### src/rtl/lab06_pkg.sv
// Shared widths, FSM state and error-code encodings for the lab06_1 driver.
// Latency: n/a (declarations only).
// Backpressure: n/a.
package lab06_pkg;

  localparam int NUM_W  = 4;   // one number on the DUT input bus
  localparam int MODE_W = 2;   // frame mode
  localparam int RES_W  = 7;   // signed DUT result

  typedef enum logic [1:0] {
    IDLE  = 2'd0,
    SEND  = 2'd1,
    WAIT  = 2'd2,
    CHECK = 2'd3
  } state_t;

  typedef enum logic [1:0] {
    ERR_NONE    = 2'd0,
    ERR_EARLY   = 2'd1,
    ERR_TIMEOUT = 2'd2,
    ERR_LONG    = 2'd3
  } err_t;

endpackage

### src/rtl/lab06_frame_shifter.sv
// Holds the not-yet-sent nibbles of a frame and tracks which nibble is on the bus.
// Latency: next_nibble is valid the cycle after load; advances one nibble per shift.
// Backpressure: none; the owner decides when to shift.
// Ports: load/load_data capture a frame, shift advances, next_nibble is the nibble
//        to put on the bus next cycle, last_nibble flags that the bus holds the final one.
module lab06_frame_shifter
  import lab06_pkg::*;
#(
  parameter int FRAME_LEN = 6
) (
  input  logic                       clk,
  input  logic                       rst,
  input  logic                       load,
  input  logic                       shift,
  input  logic [NUM_W*FRAME_LEN-1:0] load_data,
  output logic [NUM_W-1:0]           next_nibble,
  output logic                       last_nibble
);

  localparam int DATA_W = NUM_W * FRAME_LEN;
  localparam int IDX_W  = $clog2(FRAME_LEN + 1);

  // Nibble 0 goes straight onto the bus at load time, so only nibbles 1.. are
  // kept here; the low nibble is always the one to drive next.
  logic [DATA_W-1:0] sr;
  // Index of the nibble currently on the DUT bus.
  logic [IDX_W-1:0]  idx;

  assign next_nibble = sr[NUM_W-1:0];
  assign last_nibble = (idx == IDX_W'(FRAME_LEN - 1));

  always_ff @(posedge clk) begin
    if (rst) begin
      sr  <= '0;
      idx <= '0;
    end else if (load) begin
      sr  <= load_data >> NUM_W;
      idx <= '0;
    end else if (shift) begin
      sr  <= sr >> NUM_W;
      idx <= idx + IDX_W'(1);
    end
  end

endmodule

### src/rtl/lab06_1_driver.sv
// Sends one frame of nibbles + mode to lab06_1, captures its result, times it and checks it.
// Latency: nibbles on cycles t+1..t+FRAME_LEN after start at t; done one cycle after out_valid.
// Backpressure: none; start is ignored while busy, the DUT must answer within TIMEOUT cycles.
// Ports: start/frame_data/frame_mode/exp_result from the host; busy/done/pass/err_code/
//        latency/cap_result report back; dut_* connect to the lab06_1 datapath.
module lab06_1_driver
  import lab06_pkg::*;
#(
  parameter int FRAME_LEN = 6,
  parameter int TIMEOUT   = 64,
  parameter int LAT_W     = 7
) (
  input  logic                       clk,
  input  logic                       rst,
  input  logic                       start,
  input  logic [NUM_W*FRAME_LEN-1:0] frame_data,
  input  logic [MODE_W-1:0]          frame_mode,
  input  logic signed [RES_W-1:0]    exp_result,
  output logic                       busy,
  output logic                       done,
  output logic                       pass,
  output logic [1:0]                 err_code,
  output logic [LAT_W-1:0]           latency,
  output logic signed [RES_W-1:0]    cap_result,
  output logic                       dut_in_valid,
  output logic [NUM_W-1:0]           dut_in_number,
  output logic [MODE_W-1:0]          dut_mode,
  input  logic                       dut_out_valid,
  input  logic signed [RES_W-1:0]    dut_out_result
);

  state_t                   state, state_n;
  err_t                     err_q, err_n;
  logic                     busy_n, done_n, pass_n;
  logic [LAT_W-1:0]         lat_n, wait_cnt, cnt_n;
  logic signed [RES_W-1:0]  cap_n, exp_r, exp_n;
  logic [MODE_W-1:0]        fmode_r, fmode_n, mode_n;
  logic                     vld_n;
  logic [NUM_W-1:0]         num_n;
  logic                     sh_load, sh_shift;
  logic [NUM_W-1:0]         next_nibble;
  logic                     last_nibble;

  assign err_code = err_q;

  lab06_frame_shifter #(
    .FRAME_LEN (FRAME_LEN)
  ) u_shifter (
    .clk         (clk),
    .rst         (rst),
    .load        (sh_load),
    .shift       (sh_shift),
    .load_data   (frame_data),
    .next_nibble (next_nibble),
    .last_nibble (last_nibble)
  );

  // Every output is a register; this block computes their next values. The bus
  // defaults to idle so dut_in_number/dut_mode read 0 whenever in_valid is low.
  always_comb begin
    state_n  = state;
    busy_n   = busy;
    done_n   = 1'b0;
    pass_n   = pass;
    err_n    = err_q;
    lat_n    = latency;
    cap_n    = cap_result;
    cnt_n    = wait_cnt;
    exp_n    = exp_r;
    fmode_n  = fmode_r;
    vld_n    = 1'b0;
    num_n    = '0;
    mode_n   = '0;
    sh_load  = 1'b0;
    sh_shift = 1'b0;

    case (state)
      IDLE: begin
        if (start) begin
          state_n = SEND;
          busy_n  = 1'b1;
          pass_n  = 1'b0;
          err_n   = ERR_NONE;
          lat_n   = '0;
          cap_n   = '0;
          exp_n   = exp_result;
          fmode_n = frame_mode;
          sh_load = 1'b1;
          vld_n   = 1'b1;
          num_n   = frame_data[NUM_W-1:0];
          mode_n  = frame_mode;
        end
      end

      SEND: begin
        // A result before the frame is complete aborts the rest of the frame.
        if (dut_out_valid) begin
          err_n   = ERR_EARLY;
          pass_n  = 1'b0;
          done_n  = 1'b1;
          state_n = CHECK;
        end else if (last_nibble) begin
          cnt_n   = LAT_W'(1);
          state_n = WAIT;
        end else begin
          sh_shift = 1'b1;
          vld_n    = 1'b1;
          num_n    = next_nibble;
          mode_n   = fmode_r;
        end
      end

      WAIT: begin
        // A capture on the TIMEOUT-th cycle still wins over the timeout.
        if (dut_out_valid) begin
          cap_n   = dut_out_result;
          lat_n   = wait_cnt;
          pass_n  = (dut_out_result == exp_r);
          done_n  = 1'b1;
          state_n = CHECK;
        end else if (wait_cnt == LAT_W'(TIMEOUT)) begin
          err_n   = ERR_TIMEOUT;
          lat_n   = LAT_W'(TIMEOUT);
          pass_n  = 1'b0;
          done_n  = 1'b1;
          state_n = CHECK;
        end else begin
          cnt_n = wait_cnt + LAT_W'(1);
        end
      end

      CHECK: begin
        // pass/err during the done cycle reflect the capture; a result still
        // valid here shows up as LONG_VALID from the following cycle on.
        busy_n  = 1'b0;
        state_n = IDLE;
        if (dut_out_valid && (err_q == ERR_NONE)) begin
          err_n  = ERR_LONG;
          pass_n = 1'b0;
        end
      end

      default: state_n = IDLE;
    endcase
  end

  always_ff @(posedge clk) begin
    if (rst) begin
      state         <= IDLE;
      busy          <= 1'b0;
      done          <= 1'b0;
      pass          <= 1'b0;
      err_q         <= ERR_NONE;
      latency       <= '0;
      cap_result    <= '0;
      wait_cnt      <= '0;
      exp_r         <= '0;
      fmode_r       <= '0;
      dut_in_valid  <= 1'b0;
      dut_in_number <= '0;
      dut_mode      <= '0;
    end else begin
      state         <= state_n;
      busy          <= busy_n;
      done          <= done_n;
      pass          <= pass_n;
      err_q         <= err_n;
      latency       <= lat_n;
      cap_result    <= cap_n;
      wait_cnt      <= cnt_n;
      exp_r         <= exp_n;
      fmode_r       <= fmode_n;
      dut_in_valid  <= vld_n;
      dut_in_number <= num_n;
      dut_mode      <= mode_n;
    end
  end

endmodule
### config.mk
export PLATFORM = sky130hd
export DESIGN_NAME = lab06_1_driver
export DESIGN_NICKNAME = d
export VERILOG_FILES = /design/src/rtl/lab06_pkg.sv /design/src/rtl/lab06_frame_shifter.sv /design/src/rtl/lab06_1_driver.sv
export SDC_FILE = /design/constraint.sdc
export NUM_CORES = 1
export LEC_CHECK = 0
export ABC_AREA = 1
export CAP_MARGIN = 20
export CORE_AREA = 2 2 108 110
export DETAILED_ROUTE_END_ITERATION = 10
export DIE_AREA = 0 0 110 112
export SKIP_CTS_REPAIR_TIMING = 1
export SYNTH_ARGS = -nofsm -noshare
export SYNTH_HDL_FRONTEND = slang
export SYNTH_HIERARCHICAL = 1
export SYNTH_SLANG_ARGS = --single-unit
### constraint.sdc
create_clock -name clk -period 4 [get_ports clk]
set_clock_uncertainty 0.15 [all_clocks]
set_input_delay 1.2 -clock clk [delete_from_list [all_inputs] [get_ports clk]]
set_output_delay 1.2 -clock clk [all_outputs]
set_load 0.03 [all_outputs]
==> flow_metrics.py, run 1 <==
metrics = {
    "finish": {
        "ff_latch_area_um2": 1340,
        "area_growth_pct": 35.5,
        "nets": 586,
        "diodes": 0,
        "multi_input_area_um2": 1590,
        "nFillCells": 1169,
        "instances_no_fill": 682,
        "drive_gt1_share_pct": 7.79,
    },
    "worst_setup_path": {
        "worst_ep_arrival_time_ps": 3020,
        "crit_chain": "clkdlybuf4s50_1 -> inv_2 -> nand3_1 -> inv_2 -> buf_4 -> nand2_1 -> nand2_1 -> nand2_1 -> a21oi_1",
        "cp_max_fo": 21,
        "cp_common_cell": "nand2_1",
        "endpoint_kind": "flop",
        "cp_slowest_cell": "clkdlybuf4s50_1",
        "cp.required_ps": 4110,
        "r2r_slack_ps": 1910,
        "startpoint": "dut_out_valid",
        "timing.rr.start": "state[0]",
        "startpoint_type": "input port",
        "worst_r2r_path_depth": 8,
        "worst_path_largest_cell_delay_ps": 600,
        "path_class": "input port to flop",
    },
    "placed_design": {
        "port_buffers": 69,
        "dpl.hpwl_mm": 5.83,
        "routabilityCongestion": 0.775,
        "dp_cells": 666,
        "preCtsSetupSlack_ps": 728,
    },
    "clock_tree": {
        "cts_max_level": 3,
        "cts_buffers": 9,
        "cts_tree": "built",
        "clock-sinks": 67,
        "worst_skew_pair.late_latency_ps": 330,
        "root_buffer": "clkbuf_16",
        "cts.path.max_buffers": 2,
        "clkTransAtPathRegs_ps": 60,
    },
    "routing": {
        "postRouteAntennaNets": 0,
        "drt_first_pass_iters": 4,
        "wl_mm": 8.07,
        "viasPerCell": 4.51,
        "routedWlPerCell_um": 11.8,
        "drtIter0Drc": 93,
        "drt_drc_violations_left": 0,
        "vias": 3074,
    },
    "pwr": {
        "p_comb_share_pct": 38.1,
        "power.leakage_nw": 1.89,
        "switchingPower_mw": 1.11,
        "ir_worst_vdd_mv": 0.258,
        "sw_frac_of_total_pct": 37.3,
        "p_int_mw": 1.87,
        "power_density_nw_per_um2": 675,
        "seqPwrFrac_pct": 30.2,
        "clockPowerShare_pct": 31.7,
    },
    "synthesis": {
        "yosysUniqueCellTypes": 28,
        "synthAdderAreaFrac_pct": 3.08,
        "synth.largest_area_cell": "dfxtp_1",
        "yosysSeqAreaShare_pct": 41.3,
        "ys_ff_latch": 67,
        "synthMuxAreaShare_pct": 0,
        "synth_compound_area_share_pct": 10.9,
        "synth_area_um2": 3250,
        "synthXorXnorAreaFrac_pct": 1.35,
        "synthTopCellsByArea": "dfxtp_1 41%, nand2_1 18%, a21oi_1 7.4%",
        "ys_warn_count": 6,
        "synth_fp_nets": 521,
        "synth_top_family_by_area": "simple AND/OR/NAND/NOR gates",
        "synth_area_per_cell_um2": 6.93,
        "synth-simple-area-share_pct": 33.7,
        "synth_top_area_share_pct": 41.3,
        "synth_cells": 469,
    },
    "sta": {
        "setup_tns_ps": 0,
        "setup_viol": 0,
        "rsz0062_at_grt": "no",
        "final_hold_viol_count": 0,
        "fmax_mhz": 343,
        "max-slew-margin-rel_pct": 62.1,
        "min_period_ps": 2910,
        "fin_crit_sh_pct": 72.9,
        "tightest_slew_ps": 568,
        "setup_ws_ps": 1090,
        "slew_viol_final": 0,
    },
    "die": {
        "floorplan.rows": 39,
        "die_y_um": 112,
        "initial_core_util_pct": 29.1,
        "core_area_um2": 11200,
        "die_x_um": 110,
        "ios": 70,
        "die_area_um2": 12300,
    },
    "global_routing": {
        "grt_usage_pct": 14.1,
        "grt_overflow_total": 0,
        "grt_max_degree": 42,
        "grt_pass1_vias": 2968,
        "grt_antenna_before_repair": 0,
        "grt_pass1_wl_mm": 13.8,
    },
    "min_path": {
        "hp-start": "cap_result[4]",
        "whs_path_depth": 2,
        "hp-class": "flop to flop",
    },
    "run_status": {
        "status": "completed",
    },
    "run": {
        "drv_cap": 0,
    },
}
## stage by stage
step	area (µm²)	utilization, %	hold WS, ps	total power, mW
final	4400	39.4	312	2.97
after global routing	4400	39.4	323	3.20
after CTS	4400	39.4	312	3.01
after detailed placement	4040	36.2	304	2.05
after global placement	4040	36.2	300	2.03
after floorplan	3250	-	284	1.74
## final cells by class
| class | count | area share (%) |
|---|---|---|
| Multi-Input combinational cell | 328 | 36.2 |
| Clock buffer | 11 | 5.74 |
| Sequential cell | 67 | 30.5 |
| Timing Repair Buffer | 74 | 16.5 |
| Inverter | 54 | 4.60 |
| Tap cell | 143 | 4.06 |
| Clock inverter | 5 | 2.44 |
## flip-flops by register name, summed over array words and instances, names as in the netlist
name	cells
cap_result	7
dut_mode	2
fmode_r	2
err_code	2
busy	1
pass	1
latency	7
u_shifter/idx	3
state	2
dut_in_valid	1
dut_in_number	4
exp_r	7
wait_cnt	7
u_shifter/sr	20
done	1
## critical path, delay by kind of cell
family                 cells  cell delay, ps
AOI/OAI and AO/OA          1             110
and+or+nand+nor            4             400
buffers and inverters      4            1300
## kinds of logic after synthesis
family / after synthesis
AOI/OAI and AO/OA: 65
and+or+nand+nor: 250
DFF: 67
adders and majority gates: 8
buffers and inverters: 74
xor gates and xnor gates: 5
## cells in the mapped netlist, drive strengths merged
library cell,instances
nand2,153
dfxtp,67
inv,54
nor2,49
a21oi,48
nand3,29
buf,15
nand4,14
o21ai,14
ha,8
clkbuf,5
xnor2,4
nor3,3
a221oi,1
a22oi,1
nand3b,1
o2111ai,1
or2,1
xor2,1
## per-layer routing
layer / wire (µm) / global-route usage [%]
met5: 0 / 0
met4: 83 / 3.54
met3: 497 / 4.80
met2: 3820 / 23.0
met1: 3670 / 17.6
## placed cells by master (no fill, tap or decap), types with 2 or more instances in the layout
master           instances
a21oi_1                 48
buf_4                    5
bufinv_16                3
clkbuf_16                9
clkbuf_8                 2
clkdlybuf4s50_1         69
dfxtp_1                 67
ha_1                     8
inv_1                   46
inv_2                    8
nand2_1                152
nand3_1                 23
nand3_2                  4
nand3_4                  2
nand4_1                 13
nor2_1                  47
nor2_2                   2
nor3_1                   3
o21ai_0                 13
xnor2_1                  4
## final timing paths
| check | end |
|---|---|
| hold reg to reg | cap_result[4] |
| setup reg to reg | dut_mode[1] |
| hold / removal | cap_result[4] |
| setup / recovery | u_shifter/sr[13] |
## power by group through the flow
stage          Clock (mW)  Combinational (mW)  Sequential [mW]
2_1_floorplan           0               0.753            0.984
3_3_place_gp            0                1.12            0.910
5_1_grt             0.989                1.29            0.919
3_5_place_dp            0                1.14            0.913
4_1_cts             0.961                1.14            0.901
6_report            0.942                1.13            0.899
Note: power is estimated with default switching activity, not from simulation.
==> inputs of run 2 (changes only) <==
Clock period 4 ns to 3 ns, I/O delays scaled along.
==> run 2 against run 1 <==
Compared with the run above: hold slack worse by 6.2 ps; cell count is 0.29% higher; largest cell class unchanged; flip-flop and latch count unchanged; sequential share of layout area about the same; combinational power rose by 37%.
==> flow_metrics.py, run 2 (synthesis results as in run 1) <==
metrics = {
    "finish": {
        "diodes": 0,
        "final_cell_mix": "152 x nand2_1, 69 x clkdlybuf4s50_1, 67 x dfxtp_1, 48 x a21oi_1, 47 x nor2_1",
        "drive_gt1_share_pct": 8.13,
        "instances_no_fill": 684,
        "area_growth_pct": 35.6,
        "top_register": "u_shifter/sr",
        "post-route-cell-area_um2": 4410,
        "nets": 589,
        "largest_register_ffs": 20,
        "layout_commonest_cell": "nand2_1",
        "postLayoutCoreUtil_pct": 39.4,
    },
    "global_routing": {
        "grt_usage_pct": 14.2,
        "grt_max_degree": 42,
        "grt_pass1_wl_mm": 13.8,
        "grt_pass1_vias": 2927,
        "grt_antenna_before_repair": 0,
        "grt_overflow_total": 0,
    },
    "sta": {
        "setup_ws_ps": 594,
        "hold_ws_ps": 306,
        "min_period_ps": 2410,
        "fin_crit_sh_pct": 80.2,
        "rsz0062_at_grt": "no",
        "setup_viol": 0,
        "tightest_slew_ps": 525,
        "fmax_mhz": 416,
        "max-slew-margin-rel_pct": 64.9,
        "final_hold_viol_count": 0,
        "setup_tns_ps": 0,
        "slew_viol_final": 0,
    },
    "routing": {
        "postRouteAntennaNets": 0,
        "drtIter0Drc": 133,
        "routedWlPerCell_um": 11.9,
        "viasPerCell": 4.53,
        "drt_first_pass_iters": 4,
        "vias": 3098,
        "wl_mm": 8.13,
        "drt_drc_violations_left": 0,
    },
    "worst_setup_path": {
        "startpoint_type": "flop",
        "crit_chain": "clkdlybuf4s50_1",
        "worst_ep_arrival_time_ps": 1360,
        "endpoint_kind": "primary output",
        "path_class": "flop to primary output",
        "critPathTopFamily": "buffers and inverters",
        "worst_path_largest_cell_delay_ps": 690,
        "cp_max_fo": 2,
        "cp_slowest_cell": "clkdlybuf4s50_1",
        "cp.required_ps": 1950,
        "critPathBufInv": 1,
    },
    "die": {
        "ios": 70,
        "core_area_um2": 11200,
        "die_y_um": 112,
        "die_area_um2": 12300,
        "floorplan.rows": 39,
        "initial_core_util_pct": 29.1,
        "die_x_um": 110,
    },
    "clock_tree": {
        "root_buffer": "clkbuf_16",
        "cts_buffers": 9,
        "clkTransAtPathRegs_ps": 60,
        "clock-sinks": 67,
        "worst_skew_pair.late_latency_ps": 330,
        "cts.path.max_buffers": 2,
        "cts_tree": "built",
        "cts_max_level": 3,
    },
    "placed_design": {
        "dp_cells": 669,
        "postPlaceCellArea_um2": 4070,
        "routabilityCongestion": 0.821,
        "preCtsSetupSlack_ps": 394,
        "dpl.hpwl_mm": 5.97,
        "port_buffers": 69,
    },
    "min_path": {
        "hp-class": "flop to flop",
    },
    "pwr": {
        "p_total_mw": 3.94,
        "ir_worst_vdd_mv": 0.323,
        "power.leakage_nw": 1.89,
        "power_density_nw_per_um2": 895,
    },
    "run": {
        "drv_cap": 0,
    },
    "run_status": {
        "status": "completed",
    },
}
[run 2: area by class of cell]
class                   count  area, µm²
fillers                  1165       6770
multi-input cells         328       1590
flip-flops and latches     67       1340
repair buffers             77        751
clock buffers               9        225
inverters                  54        203
well taps                 143        179
clock inverters             6        115
[run 2: worst reg2reg max path, stage by stage, from the launching register on]
cell	delay [ps]
dfxtp_1	370
inv_1	110
ha_1	390
nand2_4	230
inv_2	70
nor2_1	270
nand4_1	150
nand2_1	90
nor2_1	40
[run 2: worst paths after layout]
kind / from / endpoint / slack (ps) / cells past startpoint
worst min register to register: fmode_r[1] / dut_mode[1] / 310 / 2
worst max-delay path: busy / busy / 590 / 1
worst min-delay path: fmode_r[1] / dut_mode[1] / 310 / 2
worst max register to register: state[0] / err_code[0] / 1010 / 8
[run 2: per-layer routing]
layer / vias up / track usage [%] / share of wire (%) / wire length [µm]
li1: 1630 / - / - / -
met1: 1378 / 18.6 / 47 / 3830
met2: 77 / 22.7 / 46 / 3760
met3: 13 / 3.10 / 4.9 / 401
met4: 0 / 5.32 / 1.7 / 136
met5: - / 0 / 0 / 0
[run 2: power by group]
group	total [mW]	switching [mW]	internal, mW	leakage (nW)
Combinational	1.55	0.993	0.555	1.18
Clock	1.20	0.392	0.809	0.162
Sequential	1.20	0.115	1.08	0.548
Total	3.94	1.50	2.44	1.89
==> inputs of run 3 (changes only) <==
Clock period 3 ns to 2.2 ns, I/O delays scaled along.
==> run 3 against run 2 <==
Compared with the run above: count of clock-buffer cells in the layout increased by 3; first-iteration DRC count increased by 23%; via count up 0.87%; die area is the same; utilization grew 0.21 points; sequential power is 36% higher; critical endpoint is now err_code[1]; clock power is 8% higher; combinational power is 41% higher; largest cell class unchanged; largest power group unchanged; non-clock buffer count grew 9.
==> flow_metrics.py, run 3 (synthesis results as in run 1) <==
metrics = {
    "run_status": {
        "status": "completed",
    },
    "worst_setup_path": {
        "endpoint_kind": "primary output",
        "startpoint": "err_code[1]",
        "critPathCapture": "err_code[1]",
        "r2r_slack_ps": 170,
        "timing.rr.start": "state[0]",
        "critPathBufInv": 1,
        "worst_path_largest_cell_delay_ps": 690,
        "cp_slowest_cell": "clkdlybuf4s50_1",
        "path_class": "flop to primary output",
        "cp_max_fo": 2,
        "crit_chain": "clkdlybuf4s50_1",
        "cp.required_ps": 1390,
        "cp.depth": 1,
        "startpoint_type": "flop",
        "critPathTopFamily": "buffers and inverters",
        "worst_ep_arrival_time_ps": 1350,
        "timing.rr.end": "cap_result[4]",
        "worst_r2r_path_depth": 7,
    },
    "sta": {
        "setup_ws_ps": 42.3,
        "slew_viol_final": 0,
        "max-slew-margin-rel_pct": 60.1,
        "min_period_ps": 2160,
        "tightest_slew_ps": 599,
        "final_hold_viol_count": 0,
        "fmax_mhz": 463,
        "rsz0062_at_grt": "no",
        "setup_viol": 0,
        "fin_crit_sh_pct": 98.1,
    },
    "routing": {
        "wl_mm": 8.26,
        "vias": 3125,
        "drtIter0Drc": 164,
        "viasPerCell": 4.52,
        "routedWlPerCell_um": 11.9,
        "wl_met3_um": 441,
        "drt_drc_violations_left": 0,
        "top_layer": "met4",
        "wl_met2_mm": 3.92,
        "drt_first_pass_iters": 7,
        "met1_length_mm": 3.78,
        "postRouteAntennaNets": 0,
    },
    "finish": {
        "final_cell_mix": "152 x nand2_1, 68 x clkdlybuf4s50_1, 67 x dfxtp_1, 48 x a21oi_1, 47 x nor2_1",
        "largest_register_ffs": 20,
        "drive_gt1_share_pct": 9.29,
        "area_growth_pct": 36.3,
        "top_register": "u_shifter/sr",
        "diodes": 0,
        "instances_no_fill": 692,
        "layout_commonest_cell": "nand2_1",
        "nets": 598,
    },
    "die": {
        "ios": 70,
        "initial_core_util_pct": 29.1,
        "die_area_um2": 12300,
        "core_area_um2": 11200,
        "floorplan.rows": 39,
        "die_x_um": 110,
        "die_y_um": 112,
    },
    "placed_design": {
        "preCtsSetupSlack_ps": -3.60,
        "dp_cells": 678,
        "port_buffers": 69,
        "routabilityCongestion": 0.837,
        "dpl.hpwl_mm": 6.06,
    },
    "clock_tree": {
        "clock-sinks": 67,
        "cts.path.max_buffers": 2,
        "worst_skew_pair.late_latency_ps": 330,
        "cts_tree": "built",
        "root_buffer": "clkbuf_16",
        "clkTransAtPathRegs_ps": 50,
        "cts_buffers": 9,
        "cts_max_level": 3,
    },
    "global_routing": {
        "grt_pass1_vias": 3034,
        "grt_overflow_total": 0,
        "grt_pass1_wl_mm": 13.8,
        "grt_antenna_before_repair": 0,
        "grt_max_degree": 34,
        "grt_usage_pct": 14.1,
    },
    "min_path": {
        "hp-class": "flop to flop",
    },
    "pwr": {
        "power.leakage_nw": 1.93,
        "ir_worst_vdd_mv": 0.541,
        "power_density_nw_per_um2": 1150,
        "p_total_mw": 5.11,
    },
    "run": {
        "drv_cap": 0,
    },
}
run 3: per-stage QoR:
stage	setup TNS [ps]	hold WS, ps	cell area [µm²]	util (%)
final	0	310	4430	39.6
after detailed placement	-3.60	305	4160	37.2
after global routing	0	331	4430	39.6
after global placement	-5.05	301	4160	37.2
after CTS	0	313	4430	39.6
after floorplan	0	284	3250	-
run 3: worst reg2reg max path: stages (launching register included):
cell      delay [ps]
dfxtp_1          340
inv_1            120
ha_1             550
inv_2            180
nor2_1           200
nand3b_2         230
nand2_1           70
a21oi_1          120
run 3: cell type report:
type | count | area, µm²
clock buffer | 12 | 256
tap | 143 | 179
sequential | 67 | 1340
multi-input combinational | 328 | 1590
timing repair buffer | 86 | 846
clock inverter | 2 | 12.5
inverter | 54 | 203
fill | 1151 | 6740
run 3: report_power, final:
group	switching (mW)	leakage (nW)	total (mW)	internal, mW
Clock	0.493	0.131	1.30	0.809
Sequential	0.159	0.548	1.63	1.47
Combinational	1.35	1.25	2.18	0.824
run 3: per-layer routing:
metal,vias up,global-route usage [%]
met5,-,0
li1,1643,-
met3,12,3.57
met2,81,24.1
met1,1389,17.3
met4,0,3.88
run 3: worst min path at each step:
stage,depth (start not counted),to,startpoint
after floorplan,2,u_shifter/sr[19],u_shifter/sr[19]
after global placement,2,u_shifter/sr[18],u_shifter/sr[18]
after detailed placement,2,u_shifter/sr[16],u_shifter/sr[16]
after CTS,2,u_shifter/sr[16],u_shifter/sr[16]
after global routing,2,dut_in_number[0],u_shifter/sr[0]
final,2,cap_result[5],cap_result[5]
